<file path="config.mk">
export PLATFORM = sky130hd
export DESIGN_NAME = pe_bundle_packer_flat
export DESIGN_NICKNAME = d
export VERILOG_FILES = /design/src/rtl/pe_bundle_packer_pkg.sv /design/src/rtl/pe_bundle_packer_if.sv /design/src/rtl/pe_bundle_packer_lane_fill.sv /design/src/rtl/pe_bundle_packer.sv /design/src/flat_wrapper.sv
export SDC_FILE = /design/constraint.sdc
export NUM_CORES = 2
export LEC_CHECK = 0
export ABC_AREA = 1
export BUFFER_PORTS_ARGS = -buffer_cell sky130_fd_sc_hd__buf_2
export CELL_PAD_IN_SITES_DETAIL_PLACEMENT = 2
export CELL_PAD_IN_SITES_GLOBAL_PLACEMENT = 2
export CORE_UTILIZATION = 34
export DETAILED_ROUTE_END_ITERATION = 6
export PLACE_DENSITY_LB_ADDON = 0.15
export SYNTH_ARGS = -nofsm -noshare
export SYNTH_HDL_FRONTEND = slang
export SYNTH_SLANG_ARGS = --single-unit
</file>
<file path="constraint.sdc">
create_clock -name clk -period 2.7 [get_ports clk]
set_input_delay 0.135 -clock clk [delete_from_list [all_inputs] [get_ports clk]]
set_output_delay 0.135 -clock clk [all_outputs]
set_load 0.05 [all_outputs]
</file>
<file path="src/rtl/pe_bundle_packer_pkg.sv">
// Shared widths, pad coordinate and FSM state type for the PE bundle packer.
package pe_bundle_packer_pkg;
  localparam int COL_LENGTH         = 8;
  localparam int DOUBLE_WORD_LENGTH = 16;
  localparam int PE_OUTPUT_SIZE     = 16;
  localparam int OUTPUT_COL_SIZE    = 5;
  localparam bit SKIP_ZERO          = 1'b1;

  localparam int CW    = COL_LENGTH;
  localparam int DW    = DOUBLE_WORD_LENGTH;
  localparam int LANES = PE_OUTPUT_SIZE;
  localparam int IDX_W = 5;  // fill index counts 0..LANES

  localparam logic [COL_LENGTH-1:0] PAD_COORD = 8'hFF;

  typedef enum logic {FILL = 1'b0, HOLD = 1'b1} state_e;

  // A signed coordinate is usable when it lies in 0..OUTPUT_COL_SIZE-1.
  function automatic logic coord_in_range(input logic [CW-1:0] c);
    return !c[CW-1] && (c < CW'(OUTPUT_COL_SIZE));
  endfunction
endpackage

</file>
<file path="src/rtl/pe_bundle_packer_if.sv">
// Product stream in, bundle stream out. Both sides use valid/ready: a
// transfer happens on a rising edge where valid && ready; the sender holds
// valid and payload stable until that edge.
interface pe_bundle_packer_if;
  import pe_bundle_packer_pkg::*;

  logic                  s_valid;
  logic                  s_ready;
  logic [DW-1:0]         s_data;
  logic [CW-1:0]         s_col;
  logic [CW-1:0]         s_row;
  logic                  s_last;
  logic                  out_valid;
  logic                  out_ready;
  logic [DW*LANES-1:0]   data_out;
  logic [CW*LANES-1:0]   data_out_cols;
  logic [CW*LANES-1:0]   data_out_rows;
  logic                  out_last;
  logic [15:0]           drop_cnt;

  // Environment side: produces products, consumes bundles.
  modport master (
    output s_valid, s_data, s_col, s_row, s_last, out_ready,
    input  s_ready, out_valid, data_out, data_out_cols, data_out_rows,
           out_last, drop_cnt
  );

  // Packer side.
  modport slave (
    input  s_valid, s_data, s_col, s_row, s_last, out_ready,
    output s_ready, out_valid, data_out, data_out_cols, data_out_rows,
           out_last, drop_cnt
  );
endinterface

</file>
<file path="src/rtl/pe_bundle_packer_lane_fill.sv">
// Fill buffer: writes kept products into lanes in arrival order and, on
// close, latches the padded bundle so a blocked bundle can wait here.
module pe_lane_fill
  import pe_bundle_packer_pkg::*;
(
  input  logic                clk,
  input  logic                rst_n,
  input  logic                wr_i,
  input  logic                last_i,
  input  logic [DW-1:0]       wr_data_i,
  input  logic [CW-1:0]       wr_col_i,
  input  logic [CW-1:0]       wr_row_i,
  output logic                close_o,
  output logic [DW*LANES-1:0] close_data_o,
  output logic [CW*LANES-1:0] close_cols_o,
  output logic [CW*LANES-1:0] close_rows_o,
  output logic [DW*LANES-1:0] held_data_o,
  output logic [CW*LANES-1:0] held_cols_o,
  output logic [CW*LANES-1:0] held_rows_o
);
  logic [DW*LANES-1:0] data_q;
  logic [CW*LANES-1:0] cols_q;
  logic [CW*LANES-1:0] rows_q;
  logic [IDX_W-1:0]    idx_q;

  assign close_o = last_i || (wr_i && (idx_q == IDX_W'(LANES - 1)));

  // Bundle as it would look if closed this cycle: written lanes, the
  // incoming write, and pads everywhere else.
  always_comb begin
    close_data_o = '0;
    close_cols_o = '1;
    close_rows_o = '1;
    for (int j = 0; j < LANES; j++) begin
      if (IDX_W'(j) < idx_q) begin
        close_data_o[j*DW +: DW] = data_q[j*DW +: DW];
        close_cols_o[j*CW +: CW] = cols_q[j*CW +: CW];
        close_rows_o[j*CW +: CW] = rows_q[j*CW +: CW];
      end else if (wr_i && (IDX_W'(j) == idx_q)) begin
        close_data_o[j*DW +: DW] = wr_data_i;
        close_cols_o[j*CW +: CW] = wr_col_i;
        close_rows_o[j*CW +: CW] = wr_row_i;
      end else begin
        close_data_o[j*DW +: DW] = '0;
        close_cols_o[j*CW +: CW] = PAD_COORD;
        close_rows_o[j*CW +: CW] = PAD_COORD;
      end
    end
  end

  assign held_data_o = data_q;
  assign held_cols_o = cols_q;
  assign held_rows_o = rows_q;

  // Lane storage and fill index; close snapshots the padded bundle.
  always_ff @(posedge clk or negedge rst_n) begin
    if (!rst_n) begin
      data_q <= '0;
      cols_q <= '1;
      rows_q <= '1;
      idx_q  <= '0;
    end else if (close_o) begin
      data_q <= close_data_o;
      cols_q <= close_cols_o;
      rows_q <= close_rows_o;
      idx_q  <= '0;
    end else if (wr_i) begin
      for (int j = 0; j < LANES; j++) begin
        if (IDX_W'(j) == idx_q) begin
          data_q[j*DW +: DW] <= wr_data_i;
          cols_q[j*CW +: CW] <= wr_col_i;
          rows_q[j*CW +: CW] <= wr_row_i;
        end
      end
      idx_q <= idx_q + IDX_W'(1);
    end
  end
endmodule

</file>
<file path="src/rtl/pe_bundle_packer.sv">
// Packs sparse PE products into fixed-width lane bundles for the adder.
// Filters bad coordinates (counted) and zero products (silent), stalls the
// input while a closed bundle waits behind a blocked output register.
module pe_bundle_packer
  import pe_bundle_packer_pkg::*;
(
  input  logic               clk,
  input  logic               rst_n,
  pe_bundle_packer_if.slave  bus,
  output state_e             state_o
);
  state_e              state_q;
  logic                s_ready_q;
  logic                out_valid_q;
  logic                out_last_q;
  logic                held_last_q;
  logic [DW*LANES-1:0] out_data_q;
  logic [CW*LANES-1:0] out_cols_q;
  logic [CW*LANES-1:0] out_rows_q;
  logic [15:0]         drop_q;

  logic                in_fire, coord_ok, data_ok, keep, last_beat, out_free, close;
  logic [DW*LANES-1:0] close_data, held_data;
  logic [CW*LANES-1:0] close_cols, close_rows, held_cols, held_rows;

  assign in_fire   = bus.s_valid && s_ready_q;
  assign coord_ok  = coord_in_range(bus.s_col) && coord_in_range(bus.s_row);
  assign data_ok   = !(SKIP_ZERO && (bus.s_data == '0));
  assign keep      = in_fire && coord_ok && data_ok;
  assign last_beat = in_fire && bus.s_last;
  assign out_free  = !out_valid_q || bus.out_ready;

  pe_lane_fill u_fill (
    .clk          (clk),
    .rst_n        (rst_n),
    .wr_i         (keep),
    .last_i       (last_beat),
    .wr_data_i    (bus.s_data),
    .wr_col_i     (bus.s_col),
    .wr_row_i     (bus.s_row),
    .close_o      (close),
    .close_data_o (close_data),
    .close_cols_o (close_cols),
    .close_rows_o (close_rows),
    .held_data_o  (held_data),
    .held_cols_o  (held_cols),
    .held_rows_o  (held_rows)
  );

  // FILL/HOLD control, output register and input ready, all registered.
  always_ff @(posedge clk or negedge rst_n) begin
    if (!rst_n) begin
      state_q     <= FILL;
      s_ready_q   <= 1'b0;
      out_valid_q <= 1'b0;
      out_last_q  <= 1'b0;
      held_last_q <= 1'b0;
      out_data_q  <= '0;
      out_cols_q  <= '1;
      out_rows_q  <= '1;
    end else begin
      if (out_valid_q && bus.out_ready) out_valid_q <= 1'b0;
      unique case (state_q)
        FILL: begin
          s_ready_q <= 1'b1;
          if (close) begin
            if (out_free) begin
              out_valid_q <= 1'b1;
              out_last_q  <= last_beat;
              out_data_q  <= close_data;
              out_cols_q  <= close_cols;
              out_rows_q  <= close_rows;
            end else begin
              state_q     <= HOLD;
              held_last_q <= last_beat;
              s_ready_q   <= 1'b0;
            end
          end
        end
        HOLD: begin
          if (bus.out_ready) begin
            out_valid_q <= 1'b1;
            out_last_q  <= held_last_q;
            out_data_q  <= held_data;
            out_cols_q  <= held_cols;
            out_rows_q  <= held_rows;
            state_q     <= FILL;
            s_ready_q   <= 1'b1;
          end else begin
            s_ready_q <= 1'b0;
          end
        end
        default: state_q <= FILL;
      endcase
    end
  end

  // Saturating count of beats rejected for out-of-range coordinates.
  always_ff @(posedge clk or negedge rst_n) begin
    if (!rst_n) begin
      drop_q <= '0;
    end else if (in_fire && !coord_ok && (drop_q != 16'hFFFF)) begin
      drop_q <= drop_q + 16'd1;
    end
  end

  assign bus.s_ready       = s_ready_q;
  assign bus.out_valid     = out_valid_q;
  assign bus.out_last      = out_last_q;
  assign bus.data_out      = out_data_q;
  assign bus.data_out_cols = out_cols_q;
  assign bus.data_out_rows = out_rows_q;
  assign bus.drop_cnt      = drop_q;
  assign state_o           = state_q;
endmodule
</file>
<file path="src/flat_wrapper.sv">
// flat-port wrapper written by rule: the top's interface ports become plain ports
module pe_bundle_packer_flat import pe_bundle_packer_pkg::*;
  (clk, rst_n, state_o, bus_s_valid, bus_s_data, bus_s_col, bus_s_row, bus_s_last, bus_out_ready, bus_s_ready, bus_out_valid, bus_data_out, bus_data_out_cols, bus_data_out_rows, bus_out_last, bus_drop_cnt);
  pe_bundle_packer_if bus_i ();
  input  logic clk;
  input  logic rst_n;
  output state_e state_o;
  input wire logic [$bits(bus_i.s_valid)-1:0] bus_s_valid;
  input wire logic [$bits(bus_i.s_data)-1:0] bus_s_data;
  input wire logic [$bits(bus_i.s_col)-1:0] bus_s_col;
  input wire logic [$bits(bus_i.s_row)-1:0] bus_s_row;
  input wire logic [$bits(bus_i.s_last)-1:0] bus_s_last;
  input wire logic [$bits(bus_i.out_ready)-1:0] bus_out_ready;
  output wire logic [$bits(bus_i.s_ready)-1:0] bus_s_ready;
  output wire logic [$bits(bus_i.out_valid)-1:0] bus_out_valid;
  output wire logic [$bits(bus_i.data_out)-1:0] bus_data_out;
  output wire logic [$bits(bus_i.data_out_cols)-1:0] bus_data_out_cols;
  output wire logic [$bits(bus_i.data_out_rows)-1:0] bus_data_out_rows;
  output wire logic [$bits(bus_i.out_last)-1:0] bus_out_last;
  output wire logic [$bits(bus_i.drop_cnt)-1:0] bus_drop_cnt;
  assign bus_i.s_valid = bus_s_valid;
  assign bus_i.s_data = bus_s_data;
  assign bus_i.s_col = bus_s_col;
  assign bus_i.s_row = bus_s_row;
  assign bus_i.s_last = bus_s_last;
  assign bus_i.out_ready = bus_out_ready;
  assign bus_s_ready = bus_i.s_ready;
  assign bus_out_valid = bus_i.out_valid;
  assign bus_data_out = bus_i.data_out;
  assign bus_data_out_cols = bus_i.data_out_cols;
  assign bus_data_out_rows = bus_i.data_out_rows;
  assign bus_out_last = bus_i.out_last;
  assign bus_drop_cnt = bus_i.drop_cnt;
  pe_bundle_packer u_core (.clk(clk), .rst_n(rst_n), .bus(bus_i), .state_o(state_o));
endmodule
</file>
==> impl_metrics.csv <==
group,metric,value,unit
sta,tightest_slew,1.35,ns
worst_setup_path,r2r_setup_slack,0.11,ns
worst_setup_path,endpoint_kind,"register",
finish,final_layout_size_suffix_gt1_frac,0.225,
global_routing,grtUsageTotal,0.313,
place,dpl_cell_area,0.0627,mm2
floorplanning,die_width,406,um
floorplanning,core,0.161,mm2
global_routing,initial_antenna_violation_count,16,
routing,drcViolationCount,0,
synthesis,async_flop_share,1.00,
clocking,clkLatencyLatePin,0.77,ns
worst_setup_path,worst-endpoint-arrival,3.32,ns
worst_setup_path,critical_path.most_common_cell,"nand2_1",
sta,period_share,0.972,
floorplanning,dieArea,0.165,mm2
synthesis,synthesis.instances,7748,
worst_setup_path,cp_cell_sequence,"dlygate4sd3_1 > buf_2 > nor2_1 > nand2_1 > nor2_1 > nand2_1 > nor2_2 > buf_12 > nand4_4 > nand2_8 > buf_12 > nor2_4 > nand2_1 > nand3_1",
routing,drt-pass1-iter-count,5,
place,placement.setup.worst_slack,-0.104,ns
routing,ant_nets,0,
worst_setup_path,crit-reg2reg-capture,"u_core.u_fill.held_cols_o[113]$_DFFE_PN1P_",
finish,layout_commonest_cell,"nand2_1",
power_and_ir_drop,power.static_leakage,34.7,nW
global_routing,grt_pass1_wl,394000,um
sta,final_slew_viol_count,0,
worst_setup_path,cells_on_worst_reg2reg_path,8,
sta,hold_violations,0,
synthesis,synth_fp_nets,7789,
routing,drt_iter0_drc,3541,
clocking,worst_setup_hold_path_clk_slew,0.06,ns
synthesis,post_synth.cell_area_avg,7.17,um2
global_routing,number_of_global_route_vias_before_repair,62200,
synthesis,ys.flop_type,"dfrtp_1",
worst_setup_path,worst_setup_path_startpoint,"bus_s_col[5]",
synthesis,synth_edf_count,0,
floorplanning,initial_core_utilization,0.344,
synthesis,synth-seq-cells,1050,
worst_setup_path,startpoint_type,"input pin",
floorplanning,floorplan.rows,147,
place,gp_congestion,0.851,
sta,final.setup_skew,0.0231,ns
floorplanning,boundaryPins,569,
sta,rsz0062_at_grt,"false",
power_and_ir_drop,vdd_drop_max,0.000629,V
clocking,cts.sinks,1050,
place,place_hpwl,178000,um
sta,worst_slack,0.0744,ns
floorplanning,die_h,406,um
global_routing,grt_overflow,0,
outcome,run_status,"finished, final reports clean",
finish,nets_finish,8313,
synthesis,yosys.cell_types.count,42,
worst_setup_path,slowest_delay,0.89,ns
routing,routed_wl,262000,um
clocking,cts_made_buffers,137,
run,max-cap-violations,0,
routing,routed-via-count,57700,
sta,finalWorstPathRequiredPeriod,2.63,ns
synthesis,seq_area_frac_synth,0.484,
routing,viasPerCell,5.47,
finish,leading_cell_types_in_the_layout_fill_and_taps_excluded,"nand2_1 (3974), nand3_1 (698), buf_2 (567), dfrtp_1 (536), dfstp_2 (512)",
place,buffer_ports.inserted,568,
finish,layout.cell_area.non_filler,0.0677,mm2
sta,worst_slew_margin_rel,0.0987,
sta,setup_viol,0,
routing,routedWlPerCell,24.8,um
synthesis,synth-warning-count,0,
hold_path,hp-class,"input pin to register",
clocking,master_cell_of_the_clock_root_buffer,"clkbuf_16",
synthesis,mappedNetlistArea,0.0556,mm2
worst_setup_path,crit_path_max_fanout,32,
clocking,cts-htree-levels,4,
sta,maxClockFrequency,0.381,GHz
worst_setup_path,critPathCapture,"u_core.u_fill.held_cols_o[113]$_DFFE_PN1P_",
clocking,clock_tree.buffer_depth,3,
global_routing,grt_start_max_net_pins,183,
worst_setup_path,worst_setup_path_class,"input pin to register",
clocking,cts_tree,"built",
worst_setup_path,critPathSlowestCell,"nor2_4",
worst_setup_path,critical_path.reg2reg.startpoint,"u_core.u_fill.idx_q[3]$_DFFE_PN0P_",
power_and_ir_drop,powerDensity,803,mW/mm2
worst_setup_path,timing.critical_path.required,3.39,ns
finish,areaGrowthSynthToFinish,21.8,%
## layout make-up
type / count / area (um2)
diodes: 3 / 7.51
clock buffers: 199 / 4120
clock inverters: 45 / 532
fillers: 18900 / 93800
inverters: 211 / 808
multi-input cells: 5922 / 25600
flip-flops and latches: 1050 / 26900
well taps: 2160 / 2700
repair buffers: 950 / 6930
## logic make-up after synthesis
kind of cell | synth area share
and+or+nand+nor | 0.400
DFF | 0.484
buffers and inverters | 0.0591
AOI/OAI and AO/OA | 0.0536
xor gates and xnor gates | 0.00221
adders and majority gates | 0.000901
## sequential cells by signal, indices dropped and copies added, names as in the netlist
name and cells:
u_core.bus.out_last 1, u_core.held_last_q 1, u_core.u_fill.held_rows_o 128, u_core.u_fill.held_data_o 256
u_core.state_o 1, u_core.bus.data_out_rows 128, u_core.bus.data_out_cols 128, u_core.bus.out_valid 1
u_core.u_fill.idx_q 5, u_core.bus.drop_cnt 16, u_core.bus.data_out 256, u_core.u_fill.held_cols_o 128
u_core.bus.s_ready 1
## timing repair
item | CTS | global route
endpoints found under the hold margin | 292 | 0
resized for setup | 0 | 5
setup buffers | 0 | 0
setup endpoints to repair | 0 | 26
hold buffers | 29 | 0
## metrics by stage
step	setup TNS (ns)	util	power (mW)	hold slack [ns]	std cells
5_1_grt	0	0.419	56.4	0.0852	10500
3_3_place_gp	-0.188	0.388	34.9	0.194	10300
6_report	0	0.419	54.4	0.0694	10500
3_5_place_dp	-2.33	0.388	35.4	0.183	10300
2_1_floorplan	0	-	30.4	-0.161	7748
4_1_cts	0	0.419	54.9	0.0132	10500
## metal layers
layer  vias to the layer above  wire [um]  global-route usage
met5                         -         27                   0
met4                         4      11300               0.132
met3                       458      11700              0.0408
met2                      1399     126000               0.524
met1                     30100     113000               0.406
li1                      25700          -                   -
## worst max-delay path: cells and delay by family
family                 cells  cell delay (ns)
buffers and inverters      4             1.10
and+or+nand+nor           10             2.04
## worst min-delay path by stage
| stage | startpoint | end | slack (ns) | cells past startpoint |
|---|---|---|---|---|
| CTS | bus_s_row[4] | u_core.u_fill.held_rows_o[68]$_DFFE_PN1P_ | 0.01 | 6 |
| global placement | rst_n | u_core.bus.drop_cnt[2]$_DFFE_PN0P_ | 0.19 | 1 |
| floorplan | rst_n | u_core.bus.data_out[0]$_DFFE_PN0P_ | -0.16 | 0 |
| global route | bus_s_row[5] | u_core.u_fill.held_rows_o[69]$_DFFE_PN1P_ | 0.09 | 6 |
| detailed placement | rst_n | u_core.bus.drop_cnt[1]$_DFFE_PN0P_ | 0.18 | 1 |
| finish | bus_s_row[4] | u_core.u_fill.held_rows_o[68]$_DFFE_PN1P_ | 0.07 | 6 |
## synth_stat cells (4+ instances only)
| master | n | area share |
|---|---|---|
| clkinv_1 | 5 | 0.00034 |
| inv_2 | 15 | 0.0010 |
| o21ai_1 | 91 | 0.0082 |
| nor4_1 | 5 | 0.00056 |
| a21oi_1 | 47 | 0.0042 |
| xnor2_1 | 4 | 0.00063 |
| nand2_1 | 3981 | 0.27 |
| nand2_2 | 5 | 0.00056 |
| nor2_2 | 19 | 0.0021 |
| nand3b_1 | 32 | 0.0043 |
| a31oi_1 | 16 | 0.0018 |
| o21ai_0 | 215 | 0.019 |
| o21bai_1 | 19 | 0.0026 |
| nor2_1 | 272 | 0.018 |
| nor3_1 | 12 | 0.0011 |
| buf_4 | 8 | 0.0011 |
| buf_2 | 264 | 0.024 |
| nand3_1 | 699 | 0.063 |
| nand4_1 | 235 | 0.026 |
| a31o_2 | 16 | 0.0025 |
| inv_1 | 191 | 0.013 |
| o211ai_1 | 52 | 0.0070 |
| or2_2 | 110 | 0.012 |
| a22oi_1 | 16 | 0.0022 |
| ha_1 | 4 | 0.00090 |
| clkbuf_1 | 246 | 0.017 |
| dfstp_2 | 512 | 0.24 |
| buf_1 | 43 | 0.0029 |
| dfrtp_1 | 538 | 0.24 |
| or2_1 | 6 | 0.00068 |
| o22ai_1 | 40 | 0.0045 |
| clkbuf_2 | 5 | 0.00045 |
| xor2_1 | 10 | 0.0016 |
## power breakdown
group	switching, mW	total (mW)	internal, mW
clock	7.66	19.2	11.5
combinational	11.0	13.9	2.99
sequential	1.80	21.2	19.4
Power figures use the tool's default switching activity.
